`src/rtl/ptp_slot_scheduler.sv`:
```
// Time-slot scheduler for ultrasonic PTP channels sharing one piezo medium.
// Grants one channel at a time (round robin), pulses its reset, runs it until
// it reports convergence or times out, captures its travel time, and then
// keeps the medium quiet for a guard period so echoes decay before the next slot.
module ptp_slot_scheduler #(
  parameter int N_CH           = 4,
  parameter int GUARD_CYCLES   = 7000,
  parameter int TIMEOUT_CYCLES = 50000000
) (
  input  logic                 clock,
  input  logic                 reset,
  input  logic                 enable,
  input  logic [N_CH-1:0]      req,
  input  logic [N_CH-1:0]      done,
  input  logic [32*N_CH-1:0]   meas,
  output logic [N_CH-1:0]      grant,
  output logic                 ch_reset,
  output logic                 busy,
  output logic                 res_valid,
  output logic [2:0]           res_ch,
  output logic [31:0]          res_time,
  output logic                 timeout_err,
  output logic [15:0]          timeout_cnt
);

  typedef enum logic [2:0] {
    S_IDLE,
    S_ARM,
    S_RUN,
    S_CAPTURE,
    S_GUARD
  } state_t;

  localparam logic [31:0]     RUN_LAST   = 32'(TIMEOUT_CYCLES - 1);
  localparam logic [31:0]     GUARD_LAST = 32'(GUARD_CYCLES - 1);
  localparam logic [N_CH-1:0] CH_ONE     = {{(N_CH-1){1'b0}}, 1'b1};

  state_t          state;
  state_t          state_nxt;
  logic [2:0]      cur;
  logic [2:0]      rr_ptr;
  logic [31:0]     cnt;

  logic [N_CH-1:0] req_rot;
  logic            found;
  logic [2:0]      pick;
  logic [N_CH-1:0] cur_onehot;
  logic            done_cur;
  logic [31:0]     meas_cur;
  logic            run_last;
  logic            guard_last;
  logic            timeout_hit;

  // Channel index addition wrapping modulo N_CH.
  function automatic logic [2:0] wrap_add(input logic [2:0] base, input logic [2:0] off);
    logic [3:0] s;
    s = {1'b0, base} + {1'b0, off};
    if (s >= 4'(N_CH)) s = s - 4'(N_CH);
    return s[2:0];
  endfunction

  // Saturating increment for the 16-bit timeout counter.
  function automatic logic [15:0] sat_inc16(input logic [15:0] v);
    return (v == 16'hFFFF) ? v : v + 16'd1;
  endfunction

  // Round-robin pick: rotate requests so rr_ptr sits at bit 0, take the lowest set bit.
  always_comb begin
    req_rot = N_CH'({req, req} >> rr_ptr);
    found   = 1'b0;
    pick    = rr_ptr;
    for (int j = 0; j < N_CH; j++) begin
      if (!found && req_rot[j]) begin
        found = 1'b1;
        pick  = wrap_add(rr_ptr, 3'(j));
      end
    end
  end

  // Per-slot views of the current channel: its one-hot, done flag and measurement.
  always_comb begin
    cur_onehot = CH_ONE << cur;
    done_cur   = |(done & cur_onehot);
    meas_cur   = 32'd0;
    for (int k = 0; k < N_CH; k++) begin
      if (cur == 3'(k)) meas_cur = meas[32*k +: 32];
    end
    run_last    = (cnt == RUN_LAST);
    guard_last  = (cnt == GUARD_LAST);
    timeout_hit = (state == S_RUN) && enable && !done_cur && run_last;
  end

  // Next-state logic and state-decoded outputs; grant drops with reset since it is decoded from state.
  always_comb begin
    state_nxt = state;
    grant     = '0;
    ch_reset  = 1'b0;
    busy      = (state != S_IDLE);
    case (state)
      S_IDLE: begin
        if (enable && found) state_nxt = S_ARM;
      end
      S_ARM: begin
        ch_reset  = 1'b1;
        state_nxt = enable ? S_RUN : S_GUARD;
      end
      S_RUN: begin
        grant = cur_onehot;
        if (!enable)       state_nxt = S_GUARD;
        else if (done_cur) state_nxt = S_CAPTURE;
        else if (run_last) state_nxt = S_GUARD;
      end
      S_CAPTURE: begin
        grant     = cur_onehot;
        state_nxt = S_GUARD;
      end
      S_GUARD: begin
        if (guard_last) state_nxt = S_IDLE;
      end
      default: state_nxt = S_IDLE;
    endcase
  end

  // State register, slot bookkeeping and the shared run/guard cycle counter.
  always_ff @(posedge clock or posedge reset) begin
    if (reset) begin
      state  <= S_IDLE;
      cur    <= 3'd0;
      rr_ptr <= 3'd0;
      cnt    <= 32'd0;
    end else begin
      state <= state_nxt;
      case (state)
        S_IDLE: begin
          if (state_nxt == S_ARM) cur <= pick;
          cnt <= 32'd0;
        end
        S_ARM: cnt <= 32'd0;
        S_RUN: cnt <= (state_nxt == S_RUN) ? cnt + 32'd1 : 32'd0;
        S_CAPTURE: cnt <= 32'd0;
        S_GUARD: begin
          cnt <= cnt + 32'd1;
          if (state_nxt == S_IDLE) rr_ptr <= wrap_add(cur, 3'd1);
        end
        default: cnt <= 32'd0;
      endcase
    end
  end

  // Result capture and one-cycle strobes; res_valid is high during the CAPTURE cycle.
  always_ff @(posedge clock or posedge reset) begin
    if (reset) begin
      res_valid   <= 1'b0;
      res_ch      <= 3'd0;
      res_time    <= 32'd0;
      timeout_err <= 1'b0;
      timeout_cnt <= 16'd0;
    end else begin
      res_valid   <= 1'b0;
      timeout_err <= 1'b0;
      if (state == S_RUN && state_nxt == S_CAPTURE) begin
        res_valid <= 1'b1;
        res_ch    <= cur;
        res_time  <= meas_cur;
      end
      if (timeout_hit) begin
        timeout_err <= 1'b1;
        timeout_cnt <= sat_inc16(timeout_cnt);
      end
    end
  end

endmodule

```
`config.mk`:
```
export PLATFORM = sky130hd
export DESIGN_NAME = ptp_slot_scheduler
export DESIGN_NICKNAME = d
export VERILOG_FILES = /design/src/rtl/ptp_slot_scheduler.sv
export SDC_FILE = /design/constraint.sdc
export NUM_CORES = 1
export LEC_CHECK = 0
export CAP_MARGIN = 20
export CORE_MARGIN = 2
export CORE_UTILIZATION = 49
export DETAILED_ROUTE_END_ITERATION = 10
export PLACE_DENSITY = 0.87
export SLEW_MARGIN = 20
export SYNTH_ARGS = -nofsm -noshare
export SYNTH_HDL_FRONTEND = slang
export SYNTH_SLANG_ARGS = --single-unit
```
`constraint.sdc`:
```
create_clock -name clock -period 9.2 [get_ports clock]
set_clock_uncertainty 0.2 [all_clocks]
set_input_delay 2.76 -clock clock [delete_from_list [all_inputs] [get_ports clock]]
set_output_delay 2.76 -clock clock [all_outputs]
set_load 0.01 [all_outputs]
```
==> metrics <==
max_cap viols=0; routed via count=5556; crit path kind=reg2out; Skew-Pair Late Insertion Delay=360 ps; Min Hold Slack=264 ps; Cell Area, Synth=0.00548 mm²; fmax=186 MHz; RSZ-0062 raised after global routing=no; H-tree depth=3; post-route insts no fill=949; number of I/O port buffers=197; Clock Sinks=94; die height=110 µm; die area=0.0121 mm²; Root Buffer Master=clkbuf_8; sequential area share after synthesis=0.429; Crit path arrival time=2430 ps; final WL=17000 µm; Clock power frac=0.161; top_reg_cell synth=dfrtp_1; syn avg cell area=8.69 µm²; GRT overflow=0; Worst-path clk slew=90 ps; dpl hpwl=12900 µm; core area=0.0109 mm²; Hold Buf Count CTS=0; EDFF count, synth=0; Starting Density=0.504; LEAKAGE=3.08 nW; # DRC=0; synthesized flop and latch total=94; setup TNS=0 ps; Inst Count DP=933; CP max-delay cell=clkdlybuf4s50_1; antenna fix cells=0; reg2reg setup slack=6030 ps; # IOs=198; pwr dens=200 mW/mm²; worst slew pin tran=840 ps; vias in the first global route=5121; Switching Fraction=0.380; Setup WS pre-CTS=3370 ps; Worst Setup Start Kind=flip-flop; post-CTS sizing=0; crit path max fanout=33; largest net degree at the start of global routing=95; Syn Nets=778; Final nets=951; Initial DRC Count=577; drt pass-1 iters=5; commonest non-fill, non-tap cell in the layout=clkdlybuf4s50_1; Comb pwr share=0.490; period utilization=0.586; Setup crit end kind=output pin; total CTS buffers=9; relative slew slack=0.440; Total GRT Usage=0.274; worst r2r path cells=8; die width=110 µm; CP startpoint=cur[1]$_DFFE_PP0P_; share of cells above drive strength 1=0.0457; CTS Buffer Depth=2; CP max stage delay=540 ps; post-CTS setup buffer count=0; CTS tree=built; VDD IR max=0.130 mV; fraction of registers with async set or reset after synthesis=1.00; global-route wire length before repair=25600 µm; crit path to=grant[1]; Row Count=38; min-delay worst type=reg2reg; final hold violation count=0; P_sw=0.000585 W; Sequential Power Share=0.349; CP cell instances=inv_1, ha_1, nor2b_2, buf_4, nor2b_1, clkdlybuf4s50_1; most frequent cells in the layout=clkdlybuf4s50_1, nand2_1, dfrtp_1, nor2_1, o21ai_0; antenna-violating nets left=0; worst r2r dst=cnt[9]$_DFF_PP0_; synthesis-to-finish area growth=40.7%; setup violators final=0; Layout Utilization=0.708; initial antenna violation count=0; WL/cell=17.9 µm; fin. max-slew vios=0; synth unique cells=50; Internal Pwr Total=0.000954 W; setup slack after layout=3810 ps; Mapped Cells=631; r2r startpoint=cur[2]$_DFFE_PP0P_; synthesis warning total=0; GPL Wtd Cong=0.912; status=completed; min cycle time layout=5390 ps; via/cell ratio=5.85; Critical Path RT=6240 ps
## final cells by class
cell class	count	area (µm²)
fillers	829	3170
multi-input cells	483	2950
flip-flops and latches	94	2350
repair buffers	201	2010
well taps	140	175
clock buffers	10	128
inverters	15	57.6
clock inverters	6	43.8
## metrics by stage
step	cell area (µm²)	total power, W
finish	7710	0.00154
global route	7710	0.00163
detailed placement	7520	0.00129
global placement	7520	0.00127
floorplan	5480	0.000965
CTS	7690	0.00154
## synth_stat cells (4+ instances only)
library cell / count / share of area
nand2_1: 99 / 0.068
dfrtp_1: 94 / 0.43
nor2_1: 78 / 0.053
o21ai_0: 46 / 0.042
a221oi_1: 33 / 0.053
o31a_1: 32 / 0.051
clkbuf_1: 31 / 0.021
xor2_1: 28 / 0.045
nand4_1: 21 / 0.024
nand3_1: 19 / 0.017
nor3_1: 16 / 0.015
inv_1: 15 / 0.010
nor4_1: 12 / 0.014
or3_1: 10 / 0.011
xnor2_1: 10 / 0.016
a21oi_1: 9 / 0.0082
nor2b_1: 9 / 0.010
ha_1: 8 / 0.018
nand2b_1: 6 / 0.0068
buf_2: 4 / 0.0037
mux2i_1: 4 / 0.0073
## layer usage
metal  GRT usage  wire length [µm]  up-vias
li1            -                 -     2625
met2       0.470              8470      229
met4       0.116               609        0
met5           0                 0        -
met1       0.337              6570     2652
met3      0.0510              1310       50
## registers in the layout (all words and copies together), names as in the netlist
| name | count |
|---|---|
| cur | 3 |
| state | 3 |
| rr_ptr | 3 |
| timeout_err | 1 |
| res_ch | 3 |
| cnt | 32 |
| res_valid | 1 |
| res_time | 32 |
| timeout_cnt | 16 |
## worst max-delay path, delay by kind of cell (launching register included)
| kind | cells | cell delay [ps] |
|---|---|---|
| buffers and inverters | 3 | 990 |
| flip-flops | 1 | 450 |
| AND/OR/NAND/NOR | 2 | 350 |
| adder cells (fa/ha/maj) | 1 | 260 |
## cell families (layout without fill, tap and decap cells)
group           Yosys count  count (layout)  synth area share
buf+inv                  54             232            0.0392
compound gates          137             137             0.180
fa+ha+maj                 8               8            0.0183
flops                    94              94             0.429
mux                       9               9            0.0224
xor+xnor                 38              38            0.0607
simple gates            291             291             0.251
## worst min path at each step
stage / from / endpoint / slack (ps) / cells after the start
floorplan: cnt[0]$_DFF_PP0_ / cnt[0]$_DFF_PP0_ / 230 / 1
global placement: cnt[0]$_DFF_PP0_ / cnt[0]$_DFF_PP0_ / 250 / 1
detailed placement: cnt[0]$_DFF_PP0_ / cnt[0]$_DFF_PP0_ / 250 / 1
CTS: cnt[0]$_DFF_PP0_ / cnt[0]$_DFF_PP0_ / 270 / 1
global route: cnt[0]$_DFF_PP0_ / cnt[0]$_DFF_PP0_ / 290 / 1
finish: cnt[0]$_DFF_PP0_ / cnt[0]$_DFF_PP0_ / 260 / 1
## power by group through the flow
stage,registers (W),clock network (W),logic [W]
global route,0.000546,0.000270,0.000818
finish,0.000537,0.000249,0.000754
global placement,0.000542,0,0.000726
CTS,0.000537,0.000252,0.000748
floorplan,0.000568,0,0.000397
detailed placement,0.000546,0,0.000746
No activity file was read; power rests on OpenSTA's default activity.
